--- src/rtl/led_display_pkg.sv ---
// ============================================================================
//  Module      : led_display_pkg
//  Description : Shared types and width helpers for the HUB75 scan scheduler.
//  Revision    : 1.0 - initial release
// ============================================================================
`default_nettype none

package led_display_pkg;

    typedef enum logic [2:0] {
        IDLE    = 3'd0,
        SHIFT   = 3'd1,
        BLANK   = 3'd2,
        LATCH   = 3'd3,
        DISPLAY = 3'd4,
        WAIT    = 3'd5
    } scan_state_t;

    // Row address width; never narrower than one bit.
    function automatic int addr_width(input int num_row_pixels);
        return (num_row_pixels / 2 > 1) ? $clog2(num_row_pixels / 2) : 1;
    endfunction

    function automatic int plane_width(input int bit_depth);
        return (bit_depth > 1) ? $clog2(bit_depth) : 1;
    endfunction

    function automatic int on_timer_width(input int base_on_cycles, input int bit_depth);
        return $clog2(base_on_cycles << (bit_depth - 1)) + 1;
    endfunction

    // Binary-weighted on-time of a bit-plane.
    function automatic logic [31:0] on_time_cycles(input int base_on_cycles, input int plane);
        return 32'(base_on_cycles) << plane;
    endfunction

endpackage : led_display_pkg

`default_nettype wire

--- src/rtl/led_display_on_timer.sv ---
// ============================================================================
//  Module      : led_display_on_timer
//  Description : Loadable down-counter; done is high while the count is zero.
//  Revision    : 1.0 - initial release
// ============================================================================
`default_nettype none

module led_display_on_timer #(
    parameter int WIDTH = 8
) (
    input  logic             clk,
    input  logic             rst,
    input  logic             i_load,
    input  logic [WIDTH-1:0] i_value,
    output logic             o_done
);

    logic [WIDTH-1:0] r_count;

    always_ff @(posedge clk or posedge rst) begin
        if (rst) begin
            r_count <= '0;
        end else if (i_load) begin
            r_count <= i_value;
        end else if (r_count != '0) begin
            r_count <= r_count - 1'b1;
        end
    end

    assign o_done = (r_count == '0);

endmodule : led_display_on_timer

`default_nettype wire

--- src/rtl/led_display_scan_ctrl.sv ---
// ============================================================================
//  Module      : led_display_scan_ctrl
//  Description : Row/bit-plane BCM scan scheduler for a dual-scan HUB75 panel.
//                Define LED_SCAN_STATS_EN to build the frame/stall counters.
//  Revision    : 1.0 - initial release
// ============================================================================
`default_nettype none

module led_display_scan_ctrl
    import led_display_pkg::*;
#(
    parameter int SYS_CLK_FREQ   = 100_000_000,
    parameter int NUM_ROW_PIXELS = 32,
    parameter int NUM_COL_PIXELS = 64,
    parameter int BIT_DEPTH      = 4,
    parameter int BASE_ON_CYCLES = 64,
    parameter int BLANK_CYCLES   = 4,
    parameter int LATCH_CYCLES   = 1,
    parameter int ADDR_W         = addr_width(NUM_ROW_PIXELS),
    parameter int PL_W           = plane_width(BIT_DEPTH)
) (
    input  logic              clk_in,
    input  logic              reset_in,
    input  logic              enable_in,
    output logic              shift_req_out,
    output logic [ADDR_W-1:0] shift_row_out,
    output logic [PL_W-1:0]   shift_plane_out,
    input  logic              shift_done_in,
    output logic              latch_out,
    output logic              blank_out,
    output logic [ADDR_W-1:0] addr_out,
    output logic              frame_start_out,
    output logic              busy_out,
    output logic [15:0]       frame_count_out,
    output logic [15:0]       stall_count_out
);

    localparam int c_scan_rows = NUM_ROW_PIXELS / 2;
    localparam int c_on_w      = on_timer_width(BASE_ON_CYCLES, BIT_DEPTH);
    localparam int c_blank_w   = $clog2(BLANK_CYCLES) + 1;
    localparam int c_latch_w   = $clog2(LATCH_CYCLES) + 1;

    // Clock frequency and column count are informational only.
    if (SYS_CLK_FREQ <= 0 || NUM_COL_PIXELS <= 0) begin : g_param_guard
    end

    scan_state_t       r_state;
    scan_state_t       w_next;
    logic [ADDR_W-1:0] r_row;
    logic [PL_W-1:0]   r_plane;
    logic [ADDR_W-1:0] r_disp_row;
    logic [PL_W-1:0]   r_disp_plane;
    logic [ADDR_W-1:0] w_nxt_row;
    logic [PL_W-1:0]   w_nxt_plane;
    logic              r_shift_req;
    logic              r_pf_issued;
    logic              r_pf_done;
    logic              r_frame_start;
    logic              w_done_ok;
    logic              w_pf_ok;
    logic              w_on_done;
    logic              w_blank_done;
    logic              w_latch_done;
    logic              w_enter_blank;
    logic              w_enter_latch;
    logic              w_enter_display;
    logic              w_prefetch;

    assign w_done_ok       = r_shift_req & shift_done_in;
    assign w_pf_ok         = r_pf_done | w_done_ok;
    assign w_enter_blank   = (w_next == BLANK) && (r_state != BLANK);
    assign w_enter_latch   = (w_next == LATCH) && (r_state != LATCH);
    assign w_enter_display = (w_next == DISPLAY) && (r_state != DISPLAY);
    assign w_prefetch      = w_enter_display && enable_in;

    // Plane inner, row outer.
    always_comb begin
        w_nxt_row   = r_row;
        w_nxt_plane = r_plane + 1'b1;
        if (r_plane == PL_W'(BIT_DEPTH - 1)) begin
            w_nxt_plane = '0;
            w_nxt_row   = (r_row == ADDR_W'(c_scan_rows - 1)) ? '0 : r_row + 1'b1;
        end
    end

    always_comb begin
        w_next = r_state;
        case (r_state)
            IDLE:    if (enable_in)    w_next = SHIFT;
            SHIFT:   if (w_done_ok)    w_next = BLANK;
            BLANK:   if (w_blank_done) w_next = LATCH;
            LATCH:   if (w_latch_done) w_next = DISPLAY;
            DISPLAY: begin
                if (w_on_done) begin
                    if (!w_pf_ok)                      w_next = WAIT;
                    else if (enable_in && r_pf_issued) w_next = BLANK;
                    else                               w_next = IDLE;
                end
            end
            WAIT:    if (w_done_ok)    w_next = enable_in ? BLANK : IDLE;
            default:                   w_next = IDLE;
        endcase
    end

    always_ff @(posedge clk_in or posedge reset_in) begin
        if (reset_in) begin
            r_state       <= IDLE;
            r_row         <= '0;
            r_plane       <= '0;
            r_disp_row    <= '0;
            r_disp_plane  <= '0;
            r_shift_req   <= 1'b0;
            r_pf_issued   <= 1'b0;
            r_pf_done     <= 1'b0;
            r_frame_start <= 1'b0;
        end else begin
            r_state <= w_next;

            if (w_done_ok) begin
                r_shift_req <= 1'b0;
            end
            if ((r_state == IDLE && enable_in) || w_prefetch) begin
                r_shift_req <= 1'b1;
            end

            // The pointer always names the step being (or last) shifted.
            if (w_prefetch) begin
                r_row   <= w_nxt_row;
                r_plane <= w_nxt_plane;
            end

            r_frame_start <= 1'b0;
            if (w_enter_latch) begin
                r_disp_row    <= r_row;
                r_disp_plane  <= r_plane;
                r_frame_start <= (r_row == '0) && (r_plane == '0);
            end

            // Without a prefetch there is nothing to wait for.
            if (w_enter_display) begin
                r_pf_issued <= enable_in;
                r_pf_done   <= ~enable_in;
            end else if (r_state == DISPLAY && w_done_ok) begin
                r_pf_done <= 1'b1;
            end
        end
    end

    led_display_on_timer #(.WIDTH(c_on_w)) u_on_timer (
        .clk     (clk_in),
        .rst     (reset_in),
        .i_load  (w_enter_display),
        .i_value (c_on_w'(on_time_cycles(BASE_ON_CYCLES, int'(r_disp_plane)) - 32'd1)),
        .o_done  (w_on_done)
    );

    led_display_on_timer #(.WIDTH(c_blank_w)) u_blank_timer (
        .clk     (clk_in),
        .rst     (reset_in),
        .i_load  (w_enter_blank),
        .i_value (c_blank_w'(BLANK_CYCLES - 1)),
        .o_done  (w_blank_done)
    );

    led_display_on_timer #(.WIDTH(c_latch_w)) u_latch_timer (
        .clk     (clk_in),
        .rst     (reset_in),
        .i_load  (w_enter_latch),
        .i_value (c_latch_w'(LATCH_CYCLES - 1)),
        .o_done  (w_latch_done)
    );

    assign shift_req_out   = r_shift_req;
    assign shift_row_out   = r_row;
    assign shift_plane_out = r_plane;
    assign latch_out       = (r_state == LATCH);
    assign blank_out       = (r_state != DISPLAY);
    assign addr_out        = r_disp_row;
    assign frame_start_out = r_frame_start;
    assign busy_out        = (r_state != IDLE);

`ifdef LED_SCAN_STATS_EN
    logic [15:0] r_frame_count;
    logic [15:0] r_stall_count;
    logic        r_first_seen;

    always_ff @(posedge clk_in or posedge reset_in) begin
        if (reset_in) begin
            r_frame_count <= '0;
            r_stall_count <= '0;
            r_first_seen  <= 1'b0;
        end else begin
            if (r_frame_start) begin
                r_first_seen <= 1'b1;
                if (r_first_seen) begin
                    r_frame_count <= r_frame_count + 16'd1;
                end
            end
            if (r_state == WAIT && r_stall_count != 16'hFFFF) begin
                r_stall_count <= r_stall_count + 16'd1;
            end
        end
    end

    assign frame_count_out = r_frame_count;
    assign stall_count_out = r_stall_count;
`else
    assign frame_count_out = '0;
    assign stall_count_out = '0;
`endif

endmodule : led_display_scan_ctrl

`default_nettype wire

--- config.mk ---
export PLATFORM = sky130hd
export DESIGN_NAME = led_display_scan_ctrl
export DESIGN_NICKNAME = d
export VERILOG_FILES = /design/src/rtl/led_display_pkg.sv /design/src/rtl/led_display_on_timer.sv /design/src/rtl/led_display_scan_ctrl.sv
export SDC_FILE = /design/constraint.sdc
export NUM_CORES = 1
export LEC_CHECK = 0
export ABC_AREA = 1
export BUFFER_PORTS_ARGS = -buffer_cell sky130_fd_sc_hd__buf_4
export CELL_PAD_IN_SITES_DETAIL_PLACEMENT = 1
export CELL_PAD_IN_SITES_GLOBAL_PLACEMENT = 1
export CORE_AREA = 10 10 80 82
export CTS_BUF_LIST = sky130_fd_sc_hd__clkbuf_8
export DETAILED_ROUTE_END_ITERATION = 10
export DIE_AREA = 0 0 90 92
export GPL_TIMING_DRIVEN = 0
export PLACE_DENSITY_LB_ADDON = 0.1
export REMOVE_ABC_BUFFERS = 1
export SLEW_MARGIN = 40
export SYNTH_ARGS = -nofsm -noshare
export SYNTH_HDL_FRONTEND = slang
export SYNTH_SLANG_ARGS = --single-unit
--- constraint.sdc ---
create_clock -name clk_in -period 3.1 [get_ports clk_in]
set_input_delay 0.155 -clock clk_in [delete_from_list [all_inputs] [get_ports clk_in]]
set_output_delay 0.155 -clock clk_in [all_outputs]
set_load 0.01 [all_outputs]
After elaboration in Yosys (flattened, before gate mapping). Index checks and enable logic that the tools add are counted.

$add $sub $neg: 6. Equality and inequality tests: 13. Shift operators: 1. Multiplexer cells: 23. Bitwise operators: 3. Reductions and logical operators: 22.

Operators with widths (count): 2-to-1 mux 3 bit (9); 2-to-1 mux 10 bit (2); subtractor 10 x 1 -> 10 bit, second input constant (2); one-hot mux 3 bit (6 select lines) (1); == test 3 x 2 -> 1 bit, second input constant (4); logical NOT 10 bit (1); nonzero test 10 bit (1); left shift 7 x 2 -> 10 bit, first input constant (1); == test 3 bit, second input constant (3); logical AND 1 bit (8); nonzero test 2 bit (4); 2-to-1 mux 1 bit (7); logical NOT 3 bit (2); 2-to-1 mux 2 bit (3); != test 3 x 2 -> 1 bit, second input constant (2); nonzero test 3 bit (2); adder 4 x 1 -> 4 bit, second input constant (1); == test 4 bit, second input constant (1); logical NOT 4 bit (1); 2-to-1 mux 4 bit (1); == test 3 x 1 -> 1 bit, second input constant (1); != test 3 bit, second input constant (1); subtractor 3 x 1 -> 3 bit, second input constant (1); adder 2 x 1 -> 2 bit, second input constant (1); 8 further kinds (8).

Register bits after elaboration: 33. Input port bits: 4. Word-level logic and storage cells: 80.

Longest topological paths before layout.
Word-level depth: 10. Gate-level depth with buffers: 10. Mapped depth without buffers: 10.

By module. A second synthesis with hierarchy kept.

Cells, all modules: 296. Area total of the unflattened synthesis: 2218.4 um2.

Modules (own cells, without submodules): led_display_scan_ctrl (instances 1, cells each 161, area each 1281.2 um2); led_display_on_timer (u_on_timer) (instances 1, cells each 97, area each 685.7 um2); led_display_on_timer (u_blank_timer) (instances 1, cells each 33, area each 211.5 um2); led_display_on_timer (u_latch_timer) (instances 1, cells each 5, area each 40.0 um2).

Least setup slack after synthesis. Ideal clock, no wire load.

Path type: register to register. Start: register r_state[2]. End: register u_on_timer.r_count[8]. Arrival time: 1.392 ns. Data required time: 2.979 ns. Slack: 1.587 ns. Stages on the path, launching flop included: 11. Path buffers: 1. Cell sequence: dfrtp_1 inv_2 nand3_4 buf_8 nand2_1 ha_1 nand2_1 inv_1 nand3_1 nand2_1 a21oi_1.

Cells in the longest elaborated chain, start to end: 5.

Ends and longest elaborated chain: start: declaration (line led_display_scan_ctrl.sv:47) `scan_state_t r_state;`; start signal: assignment (line led_display_scan_ctrl.sv:117) `r_state <= w_next;`; == test 3 bit (tied with other cells) (line led_display_scan_ctrl.sv:88) `case (r_state)`; one-hot mux 3 bit (6 select lines) (line led_display_scan_ctrl.sv:88); == test 3 bit (line led_display_scan_ctrl.sv:73) `assign w_enter_display = (w_next == DISPLAY) && (r_state != DISPLAY);`; logical AND 1 bit * (line led_display_scan_ctrl.sv:73); 2-to-1 mux 10 bit or nonzero test 2 bit (tied branches); end signal: assignment (line led_display_on_timer.sv:24) `r_count <= i_value;`; end signal: assignment (line led_display_on_timer.sv:26) `r_count <= r_count - 1'b1;`; end: declaration (line led_display_on_timer.sv:18) `logic [WIDTH-1:0] r_count;`.

Every way passes the cells marked *; elsewhere a longest branch is shown, timed or not. A chain may end at the register's enable or synchronous reset.

Worst setup path in the final report.
Start: register r_state[2]. End: register u_on_timer.r_count[6].

The elaborated chain is that of the path after synthesis.

==> results.cfg <==
[logic_synthesis]
synth-async-reset-ratio_pct = 100
post-synth-top-count-cell = nand2_1
synth_area_um2 = 2010
synth_ff_type = dfrtp_1
synth_common_cells = 46 x nand2_1, 35 x inv_1, 32 x buf_4, 32 x dfrtp_1, 20 x nor2_1
synth.distinct_cells = 30
yosysSeqAreaShare_pct = 39.9
synth_top_area_cell = dfrtp_1
ys_ff_latch = 32
synthTopCellsByArea = dfrtp_1 40%, buf_4 12%, nand2_1 8.6%
synthCells = 249
synth_top_area_share_pct = 39.9
syn_area_per_cell_um2 = 8.07
yosys_warnings = 0
synth_edf_count = 0

[power]
pwr-share-clk_pct = 17.2
swShare_pct = 42.9
power_density_nw_per_um2 = 914
p_seq_share_pct = 37.3
p_comb_share_pct = 45.5
total_power_w = 0.00200
intPower_w = 0.00114
switchingPower_w = 0.000858
leakagePower_nw = 1.15
vdd_ir_drop_max_v = 0.000426

[sta]
tightest_slew_ns = 0.713
timing.final.crit_period_ns = 1.73
fin_setup_tns_ns = 0
setup_violations = 0
fin_crit_sh_pct = 55.7
hold_viol_final = 9
slew_viol_final = 0
rsz0062_at_grt = no
fin_skew_ns = 0.00968
max_freq_mhz = 579
slew-limit-headroom_pct = 52.4
hold-worst-slack_ns = -0.00339

[critical_path]
rr_startpoint = r_state[2]
path_class = register to register
cp-end-kind = register
crit_arrival_ns = 1.93
reg2reg_setup_slack_ns = 1.37
startpoint_type = register
critical_path_required_ns = 3.31
critical_path.max_fanout = 15
r2r_cells = 8
timing.rr.end = u_on_timer.r_count[6]
cp-startpoint = r_state[2]
endpoint = u_on_timer.r_count[6]

[cts]
cts_buffers = 5
cts_tree = yes
clk_pin_slew_worst_paths_ns = 0.08
cts_hold_buffers = 0
cts_root_buf = clkbuf_8
cts_resized = 0
clk_latency_ns = 0.28
post_cts_buffers = 0
cts.sinks = 32
h-tree-depth = 2
clockBufferDepth = 2

[routing]
antenna_left = 0
wl_per_cell_um = 12.9
detail_route.wirelength_um = 4440
drt_iter0_markers = 42
first_pass_iters = 4
routed_via_density = 4.36
drc_errors = 0
vias = 1497

[finish]
syn_to_final_growth_pct = 8.84
antennaDiodeCount = 0
fin_util_pct = 44.5
drive_gt1_share_pct = 16.5
fill_cells = 637
final_nets = 283

[floorplan]
rows = 26
core_area_um2 = 4910
die-area_um2 = 8280
die_x_um = 90
num_io_pins = 51
start_util_pct = 40.9
die_y_um = 92

[grt]
grt_pass1_vias = 1642
grt_use_met2_pct = 18.0
grt_max_degree = 33
grtUsageMet1_pct = 13.5
grt.total_usage_pct = 11.1
antenna_found_initial = 0
grt_first_pass_wirelength_um = 7710
gr-total-overflow = 0
grt_util_met3_pct = 3.50
busiest_layer = met2

[placement]
gp_congestion = 0.737
port_buffers = 18
hpwl_um = 3400

[status]
violations = negative hold slack
status = finished with violations

[run]
cap_violations = 0

[worst_hold_path]
hold_path.class = input pin to async pin
power by group through the flow:
stage                     registers (W)  clock network, W  logic (W)
after global routing           0.000780          0.000376    0.00107
after detailed placement       0.000754                 0   0.000928
after global placement         0.000750                 0   0.000906
after floorplan                0.000749                 0   0.000640
after CTS                      0.000749          0.000354   0.000932
final                          0.000745          0.000344   0.000910
registers in the layout, summed over array words and instances, names as in the netlist:
register               flops
frame_start_out            1
r_pf_issued                1
r_disp_plane               2
shift_req_out              1
u_blank_timer.r_count      3
shift_row_out              4
r_pf_done                  1
u_on_timer.r_count        10
addr_out                   4
shift_plane_out            2
r_state                    3
cell usage in the layout, fill, tap and decap left out, types with 4 or more instances in the layout:
cell      netlist  final
inv_2           5      6
buf_4          32     18
nor2_4          5      5
conb_1          1     32
inv_1          35     35
a21oi_1         5      5
nand3_1        14     14
nand2_1        46     46
dfrtp_1        32     32
nand2_2         4      4
o21ai_0        16     16
ha_1            7      7
clkbuf_8        0      6
nor2_1         20     20
worst min-delay path by stage:
stage	slack, ns	cells past startpoint	to
after floorplan	0.27	1	addr_out[0]
after global placement	0.37	2	shift_req_out
after detailed placement	0.33	2	u_blank_timer.r_count[1]
after CTS	0.02	2	u_blank_timer.r_count[2]
after global routing	0.05	2	u_on_timer.r_count[8]
final	-0.003	2	addr_out[2]
per-stage QoR:
stage	hold WS [ns]	worst slack, ns	instance area [µm²]	std cells
CTS	0.0181	1.33	2190	343
floorplan	0.266	1.63	1870	247
finish	-0.00339	1.37	2190	343
global placement	0.365	1.39	2090	335
global route	0.0519	1.14	2190	343
detailed placement	0.335	1.35	2090	335
cell type report:
| cell class | count | area (µm²) | area share (%) |
|---|---|---|---|
| clock inverter | 2 | 11.3 | 0.515 |
| timing repair buffer | 18 | 135 | 6.18 |
| tap | 70 | 87.6 | 4.00 |
| clock buffer | 6 | 82.6 | 3.78 |
| sequential | 32 | 801 | 36.6 |
| inverter | 40 | 150 | 6.86 |
| multi-input combinational | 175 | 920 | 42.0 |
routing by layer:
| metal | share of wire [%] | wire length [µm] |
|---|---|---|
| met5 | 0 | 0 |
| met4 | 0.95 | 42 |
| met3 | 5.2 | 229 |
| met2 | 47 | 2080 |
| met1 | 47 | 2090 |
critical path: stages (launching register included):
cell     delay, ns
dfrtp_1       0.48
inv_2         0.16
nand3_4       0.21
nand2_1       0.12
ha_1          0.19
nand2_1       0.10
nor2_1        0.16
nand2_1       0.07
a21oi_1       0.14
cell families (layout without fill, tap and decap cells):
family	after synthesis	in the layout	share of synthesized area [%]
adders and majority gates	7	7	4.36
and+or+nand+nor	101	101	24.8
other	1	32	0.187
xor gates and xnor gates	5	5	2.18
DFF	32	32	39.9
buffers and inverters	73	66	20.2
AOI/OAI and AO/OA	30	30	8.41
Note: power is estimated with default switching activity, not from simulation.
